--- src/rtl/display_pkg.sv ---
// Shared types and the hex to 7-segment table for the display drivers.
// Segment vectors are ordered {g,f,e,d,c,b,a} and are active-low.
package display_pkg;

    typedef logic [3:0] nibble_t;
    typedef logic [6:0] seg7_t;

    localparam seg7_t SEG_BLANK = 7'h7F;

    // Full hex glyph set, active-low.
    function automatic seg7_t hex_to_seg7(input nibble_t value);
        seg7_t seg;
        unique case (value)
            4'h0: seg = 7'h40;
            4'h1: seg = 7'h79;
            4'h2: seg = 7'h24;
            4'h3: seg = 7'h30;
            4'h4: seg = 7'h19;
            4'h5: seg = 7'h12;
            4'h6: seg = 7'h02;
            4'h7: seg = 7'h78;
            4'h8: seg = 7'h00;
            4'h9: seg = 7'h10;
            4'hA: seg = 7'h08;
            4'hB: seg = 7'h03;
            4'hC: seg = 7'h46;
            4'hD: seg = 7'h21;
            4'hE: seg = 7'h06;
            4'hF: seg = 7'h0E;
            default: seg = SEG_BLANK;
        endcase
        return seg;
    endfunction

endpackage

--- src/rtl/seg7_decoder.sv ---
// Combinational hex nibble to active-low 7-segment decoder.
module seg7_decoder
    import display_pkg::*;
(
    input  nibble_t nibble,
    output seg7_t   seg
);

    // Pure table lookup.
    always_comb begin
        seg = hex_to_seg7(nibble);
    end

endmodule

--- src/rtl/display_scan_driver.sv ---
// Self-timed multiplexed 7-segment driver: refresh prescaler, digit scan
// index and a registered output stage with blanking, decimal points and
// a scan enable.
// Optional feature: define DISPLAY_LZ_BLANK_EN for leading-zero suppression.
module display_scan_driver
    import display_pkg::*;
#(
    parameter int unsigned N_DIGITS    = 8,
    parameter int unsigned REFRESH_DIV = 100000,
    parameter int unsigned IDX_W       = $clog2(N_DIGITS)
) (
    input  logic                  clk,
    input  logic                  reset,
    input  logic                  enable,
    input  logic [4*N_DIGITS-1:0] digits,
    input  logic [N_DIGITS-1:0]   blank_mask,
    input  logic [N_DIGITS-1:0]   dp_mask,
    output logic [N_DIGITS-1:0]   an,
    output seg7_t                 seg,
    output logic                  dp,
    output nibble_t               disp,
    output logic                  slot_tick
);

    localparam int unsigned PRE_W = $clog2(REFRESH_DIV);
    localparam logic [PRE_W-1:0] PRE_MAX = PRE_W'(REFRESH_DIV - 1);
    localparam logic [IDX_W-1:0] IDX_MAX = IDX_W'(N_DIGITS - 1);

    logic [PRE_W-1:0]    prescaler_q;
    logic [IDX_W-1:0]    idx_q;
    logic                tick;
    nibble_t             dig [N_DIGITS];
    logic [N_DIGITS-1:0] lz_blank;
    nibble_t             cur_nib;
    seg7_t               cur_seg;
    logic                lit;
    logic [N_DIGITS-1:0] an_d;
    seg7_t               seg_d;
    logic                dp_d;

    // Unpack the nibble bus so the scan index can select a digit directly.
    always_comb begin
        for (int i = 0; i < int'(N_DIGITS); i++) begin
            dig[i] = digits[4*i +: 4];
        end
    end

`ifdef DISPLAY_LZ_BLANK_EN
    logic suppress;

    // Walk down from the top digit; the first nonzero digit or set dp ends suppression.
    always_comb begin
        lz_blank = '0;
        suppress = 1'b1;
        for (int i = int'(N_DIGITS) - 1; i >= 1; i--) begin
            if (suppress && (dig[i] == 4'h0) && !dp_mask[i]) begin
                lz_blank[i] = 1'b1;
            end else begin
                suppress = 1'b0;
            end
        end
    end
`else
    assign lz_blank = '0;
`endif

    // Slot boundary: prescaler at terminal count while scanning.
    assign tick = enable && (prescaler_q == PRE_MAX);

    // Prescaler and digit index advance only while enabled.
    always_ff @(posedge clk or posedge reset) begin
        if (reset) begin
            prescaler_q <= '0;
            idx_q       <= '0;
        end else if (enable) begin
            if (tick) begin
                prescaler_q <= '0;
                idx_q       <= (idx_q == IDX_MAX) ? '0 : idx_q + IDX_W'(1);
            end else begin
                prescaler_q <= prescaler_q + PRE_W'(1);
            end
        end
    end

    seg7_decoder u_seg7_decoder (
        .nibble (cur_nib),
        .seg    (cur_seg)
    );

    // Next output values from the current index; blanked digits keep their slot.
    always_comb begin
        cur_nib = dig[idx_q];
        lit     = enable && !(blank_mask[idx_q] || lz_blank[idx_q]);
        an_d    = '1;
        seg_d   = SEG_BLANK;
        dp_d    = 1'b1;
        if (lit) begin
            an_d[idx_q] = 1'b0;
            seg_d       = cur_seg;
            dp_d        = ~dp_mask[idx_q];
        end
    end

    // Registered pin stage.
    always_ff @(posedge clk or posedge reset) begin
        if (reset) begin
            an        <= '1;
            seg       <= SEG_BLANK;
            dp        <= 1'b1;
            disp      <= '0;
            slot_tick <= 1'b0;
        end else begin
            an        <= an_d;
            seg       <= seg_d;
            dp        <= dp_d;
            disp      <= cur_nib;
            slot_tick <= tick;
        end
    end

endmodule

--- config.mk ---
export PLATFORM = sky130hd
export DESIGN_NAME = display_scan_driver
export DESIGN_NICKNAME = d
export VERILOG_FILES = /design/src/rtl/display_pkg.sv /design/src/rtl/seg7_decoder.sv /design/src/rtl/display_scan_driver.sv
export SDC_FILE = /design/constraint.sdc
export NUM_CORES = 1
export LEC_CHECK = 0
export CAP_MARGIN = 20
export CORE_MARGIN = 5
export CORE_UTILIZATION = 42
export DETAILED_ROUTE_END_ITERATION = 10
export HOLD_SLACK_MARGIN = 0.03
export PLACE_DENSITY_LB_ADDON = 0.2
export SYNTH_ARGS = -nofsm -noshare
export SYNTH_HDL_FRONTEND = slang
export SYNTH_SLANG_ARGS = --single-unit
--- constraint.sdc ---
create_clock -name clk -period 1.9 [get_ports clk]
set_clock_uncertainty 0.1 [all_clocks]
set_input_delay 0.57 -clock clk [delete_from_list [all_inputs] [get_ports clk]]
set_output_delay 0.57 -clock clk [all_outputs]
set_load 0.05 [all_outputs]
Yosys cells after proc, flatten, opt, wreduce, memory -nomap -nowiden

Memories as Yosys holds them, arrays and structs flattened.
Index checks and enable logic that the tools add are counted.
Widths: inputs -> output; s select.

Register bits after elaboration: 41
Bits in read-only memories: 120
Input port bits: 51
Output and inout port bits: 21
Logic and storage cells: 40
Memories: 2

$add $sub $neg: 2
$lt $le $gt $ge: 3
Equal/unequal tests: 2
Mux-type cells: 15
Bitwise logic cells: 3
Reductions and logical operators: 6

Memories:

| memory          | words | bits a word | rd ports | clocked after memory_dff | write ports | RTL line                  | source |
|---|---|---|---|---|---|---|---|
| (no name shown) | 16    | 7           | 1        | 0                        | 0           | display_pkg.sv:13         | `unique case (value)` |
| (no name shown) | 8     | 1           | 1        | 0                        | 0           | display_scan_driver.sv:93 | `lit = enable && !(blank_mask[idx_q] \|\| lz_blank[idx_q]);` |

Operator list:

| cell                  | count |
|---|---|
| $add 17x1->17 const B | 1 |
| $eq 17x17->1 const B  | 1 |
| $mux 17               | 1 |
| $bmux 4 s3            | 1 |
| $mux 4                | 2 |
| $mux 8                | 1 |
| $not 8->8             | 1 |
| $mux 7                | 1 |
| $bmux 1 s3            | 2 |
| $mux 1                | 5 |
| $ge 4x4->1 const B    | 1 |
| $lt 3x4->1 const B    | 1 |
| $not 3->4             | 1 |
| $add 3x1->3 const B   | 1 |
| $demux 1 s3           | 1 |
| $eq 3x3->1 const B    | 1 |
| $ge 3x1->1 const B    | 1 |
| $logic_and 1x1->1     | 3 |
| $mux 3                | 1 |
| $reduce_and 2->1      | 1 |
| $logic_not 1->1       | 1 |
| $logic_or 1x1->1      | 1 |
| $not 1->1             | 1 |

Depth between registers and ports, before layout

Gate-level depths: netlist of run 1.

Word-level depth: 6
Mapped depth: 9
Depth with buffers taken out: 8

Modules after synthesis

A second synthesis of run 1 with hierarchy kept.

Cell total of the unflattened synthesis: 203
Area total of the unflattened synthesis: 2,386.0 µm²

Modules (own cells, without submodules):

| module              | times used | cells each | area an instance (µm²) |
|---|---|---|---|
| display_scan_driver | 1          | 171        | 2,110.8 |
| seg7_decoder        | 1          | 32         | 275.3 |

Worst setup path before layout of run 1

OpenSTA, ideal clock, no wires.

Kind: input-to-reg
Start point: in digits[28]
End point: reg seg[3]
Setup time: 60 ps
Data arrival time: 1,903 ps
Data required time: 1,740 ps
Slack: -164 ps
Cell stages on the path: 7
Path buffers: 0
Path through: mux4_2 > mux2_2 > inv_2 > ha_1 > mux2i_1 > mux2i_1 > nand2_1

Longest elaborated chain between the ends: 5

RTL lines:

| item                                      | RTL line                   | source |
|---|---|---|
| start, declared                           | display_scan_driver.sv:15  | `input logic [4*N_DIGITS-1:0] digits,` |
| $bmux 4 s3                                | display_scan_driver.sv:92  | `cur_nib = dig[idx_q];` |
| $mux 4 (not written as such) (2 in a row) | display_scan_driver.sv:92  |  |
| net cur_nib[0]                            | display_scan_driver.sv:34  | `nibble_t cur_nib;` |
| $mem_v2 16x7                              | -                          |  |
| $mux 7                                    | display_scan_driver.sv:97  | `if (lit) begin` |
| net seg_d[3]                              | display_scan_driver.sv:38  | `seg7_t seg_d;` |
| end signal, assigned                      | display_scan_driver.sv:114 | `seg <= seg_d;` |
| end, declared                             | display_scan_driver.sv:19  | `output seg7_t seg,` |

The timed path passes the listed nets, and every way through them passes these cells. The select of a mux whose other input is x is not followed.
A chain may end at the register's enable or synchronous reset.

Worst setup path in the final report of run 1

Start point: reg idx_q[0]
End point: reg seg[3]

Longest elaborated chain between the ends: 6

RTL lines:

| item                                      | RTL line                  | source |
|---|---|---|
| start, declared                           | display_scan_driver.sv:30 | `logic [IDX_W-1:0] idx_q;` |
| start signal, assigned                    | display_scan_driver.sv:78 | `idx_q <= (idx_q == IDX_MAX) ? '0 : idx_q + IDX_W'(1);` |
| $not 3->4 (not written as such)           | display_scan_driver.sv:92 |  |
| $bmux 4 s3                                | display_scan_driver.sv:92 |  |
| $mux 4 (not written as such) (2 in a row) | display_scan_driver.sv:92 |  |
| net cur_nib[0]                            | display_scan_driver.sv:34 |  |
| $mem_v2 16x7                              | -                         |  |
| $mux 7                                    | display_scan_driver.sv:97 |  |
| net seg_d[3]                              | display_scan_driver.sv:38 |  |

The timed path passes the listed nets, and every way through them passes these cells. The select of a mux whose other input is x is not followed.

==> results.json, run 1 <==
{
  "clockBufferDepth": 2,
  "layout_common_cells": "buf_4 (40), clkdlybuf4s50_1 (33), buf_12 (26), dfrtp_1 (24), dlygate4sd2_1 (17)",
  "end_kind": "register",
  "p_leak_uw": 0.00171,
  "drc": 0,
  "clk_pin_slew_worst_paths_ps": 80,
  "syn_area_um2": 2330,
  "ys_seq_elements": 41,
  "die_h_um": 84.5,
  "first_pass_iters": 4,
  "clock_latency_ps": 290,
  "fin_util_pct": 73.0,
  "cp_slowest_cell": "mux4_2",
  "crit_fanout": 5,
  "yosysTopAreaCell": "dfrtp_1",
  "maxSlewHeadroom_pct": 76.2,
  "cts-root-buf": "clkbuf_8",
  "hold_viol_final": 0,
  "vias_per_cell": 5.18,
  "ant_nets": 0,
  "pin_count": 72,
  "port_buffers": 71,
  "clock.fmax_mhz": 462,
  "cts_made_buffers": 5,
  "die-area_um2": 7130,
  "postSynthCellCount": 198,
  "grt_pass1_wl_um": 9580,
  "hold_buffers": 0,
  "h-tree-depth": 2,
  "synth-main-ff-cell": "dfrtp_1",
  "fillCellCount": 380,
  "tns_ps": -2690,
  "start_kind": "register",
  "yosys.area.top_type_share_pct": 26.9,
  "yosysSeqAreaShare_pct": 44.9,
  "rows": 27,
  "drive_above_1_share_pct": 41.7,
  "place_inst": 366,
  "core_area_um2": 5440,
  "diodes": 0,
  "overflow": 0,
  "timing.max_cap.violations": 0,
  "syn_to_final_growth_pct": 70.4,
  "nNetsFinal": 378,
  "irDropWorstVdd_mv": 0.347,
  "synth-simple-area-share_pct": 14.9,
  "tightest_slew_ps": 356,
  "hold_ws_ps": 405,
  "ys_top_cells_by_area": "dfrtp_1 (27%), dfstp_2 (18%), mux4_2 (6.8%), mux2i_1 (6.4%), ha_1 (4.8%)",
  "synth_top_family_by_area": "multiplexers",
  "synth.area.mux_share_pct": 17.2,
  "gp_congestion": 0.817,
  "slew_viol_final": 0,
  "initial_core_util_pct": 42.8,
  "critPathKind": "register to register",
  "drt_iter0_drc": 92,
  "p_total_uw": 2280,
  "grt_max_degree": 42,
  "num_vias": 2025,
  "final_common_cell": "buf_4",
  "synth_nets": 258,
  "antenna_found_initial": 0,
  "synthArstFlopShare_pct": 100,
  "grt_pass1_vias": 2091,
  "synthXorXnorAreaFrac_pct": 5.64,
  "cp.arrival_ps": 2280,
  "status": "finished with violations",
  "hp-class": "register to register",
  "p_per_area_nw_per_um2": 575,
  "violations": "negative setup slack",
  "critPathRequiredTime_ps": 2010,
  "grt_setup_unrepaired": "true",
  "setup_violations": 16,
  "hpwlAfterDp_um": 4210,
  "track_usage_pct": 16.8,
  "cts_tree": "done",
  "synth_adder_area_share_pct": 4.84,
  "path_cells": "buf_12, mux4_2, mux2_4, ha_2, inv_2, mux2i_2, mux2i_1, nand2_1",
  "timing.final.ws_setup_ps": -265,
  "final.period_utilization_pct": 114,
  "synth_warnings": 0,
  "min_period_ps": 2160,
  "fin_cells": 391,
  "synth_edf_count": 0,
  "synth_cell_types": 39,
  "numClockSinks": 41,
  "die_w_um": 84.5,
  "wire_per_inst_um": 15.1,
  "cpPeakStageDelay_ps": 490,
  "synth_compound_area_share_pct": 6.93,
  "synth.avg_cell_area_um2": 11.8,
  "drt-total-wl_um": 5900
}
## sequential cells by signal, indices dropped and copies added (netlist names)
name         cells
seg              7
disp             4
an               8
slot_tick        1
dp               1
idx_q            3
prescaler_q     17
## final timing paths
check / startpoint / to / slack (ps) / cells after the start
setup / recovery: idx_q[0]$_DFFE_PP0P_ / seg[3]$_DFF_PP1_ / -260 / 8
hold / removal: prescaler_q[14]$_DFFE_PP0P_ / prescaler_q[14]$_DFFE_PP0P_ / 410 / 1
setup reg to reg: idx_q[0]$_DFFE_PP0P_ / seg[3]$_DFF_PP1_ / -260 / 8
hold reg to reg: prescaler_q[14]$_DFFE_PP0P_ / prescaler_q[14]$_DFFE_PP0P_ / 410 / 1
max in group asynchronous: reset / an[4]$_DFF_PP1_ / 920 / 3
min in group asynchronous: reset / disp[2]$_DFF_PP0_ / 520 / 3
## power breakdown
part | internal [µW] | switching, µW | total (µW)
sequential | 951 | 65.3 | 1020
clock | 428 | 296 | 724
combinational | 315 | 225 | 540
## synthesized netlist by cell type, types with 6 or more instances
cell,number
dfstp_2,16
xnor2_1,9
nor2_1,15
nand2_1,13
buf_2,6
mux4_2,7
dfrtp_1,25
nand3_1,10
ha_1,9
mux2i_1,15
inv_1,6
xor2_1,6
## stage by stage
stage	cell area (µm²)	worst slack, ps
after floorplan	2350	-121
after global routing	3970	-356
after global placement	3600	-608
after detailed placement	3600	-748
after CTS	3810	-270
final	3970	-265
## cell families (layout without fill, tap and decap cells)
logic type               after synthesis  count (layout)
multiplexers                          29              29
adder cells (fa/ha/maj)                9               9
AND/OR/NAND/NOR                       63              63
XOR/XNOR                              15              15
buffers and inverters                 21             142
flip-flops                            41              41
AO/OA/AOI/OAI                         20              20
## worst max-delay path: cells and delay by family (launching register included)
kind	cells	cell delay [ps]
multiplexers	4	1050
flip-flops	1	400
adder cells (fa/ha/maj)	1	240
buffers and inverters	2	220
AND/OR/NAND/NOR	1	80
## cell type report
cell class | instances | area [µm²] | share of cell area, %
clock buffers | 7 | 86.3 | 2.18
inverters | 9 | 43.8 | 1.10
multi-input cells | 136 | 1240 | 31.1
repair buffers | 125 | 1440 | 36.2
clock inverters | 1 | 30.0 | 0.757
flip-flops and latches | 41 | 1050 | 26.4
well taps | 72 | 90.1 | 2.27
## routing by layer
layer	wire length, µm	share of wire (%)	global-route usage [%]
met4	55	0.93	5.18
met2	3050	52	29.3
met3	459	7.8	4.42
met5	0	0	0
met1	2330	40	20.2
## timing repair
item	CTS	global route
gates cloned	2	1
hold endpoints to repair	0	0
resized for setup	25	18
setup endpoints to repair	21	22
pin swaps	6	13
buffers inserted	5	10
Power figures use the tool's default switching activity.
==> run 2: changes to the inputs <==
Settings changed: PLACE_DENSITY set to 0.72, PLACE_DENSITY_LB_ADDON 0.2 to not set.
==> run 2 against run 1 <==
Net effect:
- the run still ends with negative setup slack left
- cell count down 3.8%
- critical path depth down 1
- non-clock buffer count down 15
- combinational power down 7.4%
- sequential share of layout area up 1.7 points
- total power down 9.6%
- sequential power about the same
- critical path type unchanged
==> results.json, run 2 (synthesized netlist as in run 1, its figures left out) <==
{
  "irDropWorstVdd_mv": 0.322,
  "final_common_cell": "buf_4",
  "gp_congestion": 0.803,
  "drt_iter0_drc": 46,
  "grt_setup_unrepaired": "true",
  "timing.final.ws_setup_ps": -200,
  "fin_cells": 376,
  "clockBufferDepth": 2,
  "tns_ps": -2290,
  "regMostFlops": "prescaler_q",
  "vias_per_cell": 5.01,
  "critPathKind": "register to register",
  "setup_violations": 16,
  "tightest_slew_ps": 277,
  "largest_reg_flops": 17,
  "wire_per_inst_um": 14.6,
  "r2r-start": "idx_q[0]$_DFFE_PP0P_",
  "critPathRequiredTime_ps": 2010,
  "hold_viol_final": 0,
  "start_kind": "register",
  "fin_util_pct": 68.6,
  "largest_registers": "prescaler_q: 17 flops, an: 8 flops, seg: 7 flops",
  "crit_path_end": "seg[6]$_DFF_PP1_",
  "pin_count": 72,
  "met2_usage_pct": 29.1,
  "ff_latch_area_um2": 1050,
  "reg2reg_depth": 7,
  "numClockSinks": 41,
  "port_buffers": 71,
  "place_inst": 362,
  "clock_latency_ps": 290,
  "core_area_um2": 5440,
  "critPathLaunch": "idx_q[0]$_DFFE_PP0P_",
  "first_pass_iters": 4,
  "swShare_pct": 27.9,
  "hpwlAfterDp_um": 4210,
  "multi_input_area_um2": 1250,
  "diodes": 0,
  "hold_ws_ps": 398,
  "track_usage_pct": 15.5,
  "end_kind": "register",
  "drc": 0,
  "seq_power_share_pct": 49.3,
  "die-area_um2": 7130,
  "met1_usage_pct": 17.0,
  "nNetsFinal": 363,
  "rrSetupSlack_ps": -200,
  "grt_max_degree": 42,
  "rows": 27,
  "overflow": 0,
  "grt_pass1_wl_um": 8910,
  "comb_power_share_pct": 24.3,
  "hp-class": "register to register",
  "clock.fmax_mhz": 476,
  "antenna_found_initial": 0,
  "cts-root-buf": "clkbuf_8",
  "initial_core_util_pct": 42.8,
  "rr_endpoint": "seg[6]$_DFF_PP1_",
  "power_frac_clock_pct": 26.4,
  "power_switching_uw": 576,
  "die_h_um": 84.5,
  "crit_fanout": 6,
  "drive_above_1_share_pct": 39.5,
  "syn_to_final_growth_pct": 60.2,
  "cts_made_buffers": 5,
  "ant_nets": 0,
  "clk_pin_slew_worst_paths_ps": 80,
  "status": "finished with violations",
  "timing.max_cap.violations": 0,
  "p_leak_uw": 0.00158,
  "drt-total-wl_um": 5480,
  "fillCellCount": 418,
  "p_int_uw": 1490,
  "maxSlewHeadroom_pct": 81.0,
  "layout_common_cells": "buf_4 (36), clkdlybuf4s50_1 (33), dfrtp_1 (25), buf_12 (22), dlygate4sd2_1 (17)",
  "min_period_ps": 2100,
  "die_w_um": 84.5,
  "num_vias": 1885,
  "p_per_area_nw_per_um2": 553,
  "final.period_utilization_pct": 111,
  "cts_tree": "done",
  "h-tree-depth": 2,
  "grt_pass1_vias": 1985,
  "cp.arrival_ps": 2210,
  "place_ws_ps": -674,
  "hold_buffers": 0,
  "violations": "negative setup slack",
  "use_met3_pct": 3.53,
  "grt.busiest_layer": "met2",
  "slew_viol_final": 0
}
==> run 2: changes by cell type in the layout (fill, tap and decap cells not counted), sizes merged <==
cell | before | now
bufinv | 1 | 0
clkinv | 1 | 3
clkinvlp | 0 | 1
buf | 74 | 60
clkbuf | 8 | 5
==> run 2: cell type report <==
| type | instances | share of cell area [%] |
|---|---|---|
| inverter | 9 | 1.31 |
| sequential | 41 | 28.0 |
| clock buffer | 5 | 1.85 |
| multi-input combinational | 136 | 33.4 |
| timing repair buffer | 110 | 32.5 |
| clock inverter | 3 | 0.470 |
| tap | 72 | 2.42 |
==> run 2: per-layer routing <==
| layer | up-vias | routed length, µm |
|---|---|---|
| li1 | 918 | - |
| met1 | 899 | 2160 |
| met2 | 61 | 2910 |
| met3 | 7 | 315 |
| met4 | 0 | 95 |
| met5 | - | 0 |
==> run 2: worst min path at each step <==
stage	from	end	slack, ps	cells past startpoint
after floorplan	prescaler_q[14]$_DFFE_PP0P_	prescaler_q[14]$_DFFE_PP0P_	350	1
after global placement	prescaler_q[14]$_DFFE_PP0P_	prescaler_q[14]$_DFFE_PP0P_	380	1
after detailed placement	prescaler_q[14]$_DFFE_PP0P_	prescaler_q[14]$_DFFE_PP0P_	380	1
after CTS	prescaler_q[14]$_DFFE_PP0P_	prescaler_q[14]$_DFFE_PP0P_	400	1
after global routing	prescaler_q[14]$_DFFE_PP0P_	prescaler_q[14]$_DFFE_PP0P_	410	1
final	prescaler_q[14]$_DFFE_PP0P_	prescaler_q[14]$_DFFE_PP0P_	400	1
==> run 2: what timing repair did <==
action / CTS / global route
resized for setup: 28 / 8
pin swaps: 11 / 7
setup endpoints to repair: 24 / 21
setup buffers: 4 / 2
==> run 2: power by group through the flow <==
stage,Clock (µW),Sequential (µW),Combinational (µW)
6_report,545,1020,500
5_1_grt,603,1030,540
4_1_cts,556,1020,496
3_5_place_dp,0,1030,491
3_3_place_gp,0,1030,480
2_1_floorplan,0,1080,189
==> run 2: critical path: stages (launching register included) <==
cell	delay (ps)
dfrtp_1	400
buf_12	140
mux4_2	490
mux2_4	340
inv_6	100
ha_2	190
mux2i_1	90
o21ai_2	160
==> run 2: through the flow <==
stage               instance area (µm²)  total power [µW]
finish                             3730              2060
global route                       3730              2170
CTS                                3690              2070
detailed placement                 3540              1520
global placement                   3540              1510
floorplan                          2350              1260
==> run 3: changes to the inputs <==
Settings changed: MAX_ROUTING_LAYER set to met4.
==> run 3 against run 2 <==
Net effect:
- the run still ends with negative setup slack left
- routed wire length decreased by 0.57%
- cell count unchanged
- core utilization decreased by 0.18 points
- fmax increased by 0.30%
- worst setup slack improved by 6.3 ps
- worst hold slack got worse by 2.0 ps
- clock-buffer cell count unchanged
- sequential power about the same
- largest power group unchanged
==> results.json, run 3 (synthesized netlist as in run 1, its figures left out) <==
{
  "place_area_um2": 3540,
  "timing.max_cap.violations": 0,
  "hp-class": "register to register",
  "slew_viol_final": 0,
  "grt_setup_unrepaired": "true",
  "diodes": 0,
  "rows": 27,
  "vias_per_cell": 5.02,
  "initial_core_util_pct": 42.8,
  "num_vias": 1888,
  "hold_ws_ps": 396,
  "overflow": 0,
  "syn_to_final_growth_pct": 59.8,
  "h-tree-depth": 2,
  "hpwlAfterDp_um": 4210,
  "multi_input_area_um2": 1250,
  "fillCellCount": 418,
  "clock.fmax_mhz": 478,
  "final_common_cell": "buf_4",
  "critPathRequiredTime_ps": 2010,
  "nNetsFinal": 363,
  "first_pass_iters": 4,
  "final.period_utilization_pct": 110,
  "status": "finished with violations",
  "cp.arrival_ps": 2210,
  "clock_latency_ps": 290,
  "pin_count": 72,
  "grt_max_degree": 42,
  "clk_pin_slew_worst_paths_ps": 80,
  "min_period_ps": 2090,
  "ant_nets": 0,
  "layout_common_cells": "buf_4 (38), clkdlybuf4s50_1 (33), dfrtp_1 (25), buf_12 (22), dlygate4sd2_1 (17)",
  "critPathKind": "register to register",
  "antenna_found_initial": 0,
  "core_area_um2": 5440,
  "p_per_area_nw_per_um2": 553,
  "drive_above_1_share_pct": 39.5,
  "drc": 0,
  "timing.final.ws_setup_ps": -193,
  "port_buffers": 71,
  "grt_pass1_wl_um": 8910,
  "largest_reg_flops": 17,
  "rrSetupSlack_ps": -190,
  "ff_latch_area_um2": 1050,
  "cts-root-buf": "clkbuf_8",
  "tns_ps": -2210,
  "final_area_um2": 3720,
  "rr_endpoint": "seg[6]$_DFF_PP1_",
  "hp-start": "prescaler_q[14]$_DFFE_PP0P_",
  "p_total_uw": 2060,
  "setup_violations": 16,
  "track_usage_pct": 15.9,
  "min_path_cells": 1,
  "drt-total-wl_um": 5450,
  "end_kind": "register",
  "gp_congestion": 0.814,
  "tightest_slew_ps": 280,
  "grt_pass1_vias": 1984,
  "regMostFlops": "prescaler_q",
  "cts_made_buffers": 5,
  "die_h_um": 84.5,
  "die_w_um": 84.5,
  "start_kind": "register",
  "maxSlewHeadroom_pct": 80.8,
  "clockBufferDepth": 2,
  "largest_registers": "prescaler_q: 17 flops, an: 8 flops, seg: 7 flops",
  "reg2reg_depth": 7,
  "cts_tree": "done",
  "drt_iter0_drc": 37,
  "holdPathEnd": "prescaler_q[14]$_DFFE_PP0P_",
  "die-area_um2": 7130,
  "p_leak_uw": 0.00158,
  "irDropWorstVdd_mv": 0.322,
  "wire_per_inst_um": 14.5,
  "numClockSinks": 41,
  "hold_viol_final": 0,
  "violations": "negative setup slack",
  "r2r-start": "idx_q[0]$_DFFE_PP0P_",
  "crit_fanout": 6
}
-- run 3: cell types whose count changed in the layout (fill, tap and decap cells not counted) --
cell	change
inv_4	-1
buf_6	-2
inv_2	+1
buf_4	+2
-- run 3: routing by layer --
layer / wire, µm / up-vias / part of all wire (%) / track usage [%]
met2: 2910 / 66 / 53 / 29.1
met3: 275 / 7 / 5.0 / 2.75
met1: 2180 / 898 / 40 / 17.5
met5: 0 / - / 0 / -
li1: - / 917 / - / -
met4: 95 / 0 / 1.7 / 5.18
-- run 3: repair_timing --
item | 4_1_cts | 5_1_grt
resized for setup | 28 | 5
endpoints found under the setup margin | 24 | 21
hold buffers | 0 | 0
buffers inserted | 4 | 2
pin swaps | 11 | 7
-- run 3: critical path, stage by stage, from the launching register on --
cell     delay (ps)
dfrtp_1         400
buf_12          140
mux4_2          490
mux2_4          340
inv_6           100
ha_2            190
mux2i_1          90
o21ai_2         160
-- run 3: power breakdown --
group | internal [µW] | switching [µW]
clock | 253 | 291
combinational | 279 | 218
sequential | 951 | 65.1
-- run 3: worst max path at each step --
stage | start | end | slack, ps
2_1_floorplan | digits[12] | seg[0]$_DFF_PP1_ | -120
3_3_place_gp | digits[12] | seg[0]$_DFF_PP1_ | -570
3_5_place_dp | digits[12] | seg[0]$_DFF_PP1_ | -670
4_1_cts | idx_q[0]$_DFFE_PP0P_ | seg[3]$_DFF_PP1_ | -190
5_1_grt | idx_q[0]$_DFFE_PP0P_ | seg[3]$_DFF_PP1_ | -280
6_report | idx_q[0]$_DFFE_PP0P_ | seg[6]$_DFF_PP1_ | -190
-- run 3: layout make-up --
type / count / area share (%)
multi-input cells: 136 / 33.5
clock buffers: 5 / 1.85
repair buffers: 110 / 32.4
clock inverters: 3 / 0.471
flip-flops and latches: 41 / 28.1
inverters: 9 / 1.24
well taps: 72 / 2.42
-- run 3: metrics by stage --
step                cells  setup slack [ps]  util, %
floorplan             198              -121        -
global placement      362              -575     65.0
detailed placement    362              -674     65.0
CTS                   374              -189     67.8
global route          376              -283     68.4
finish                376              -193     68.4
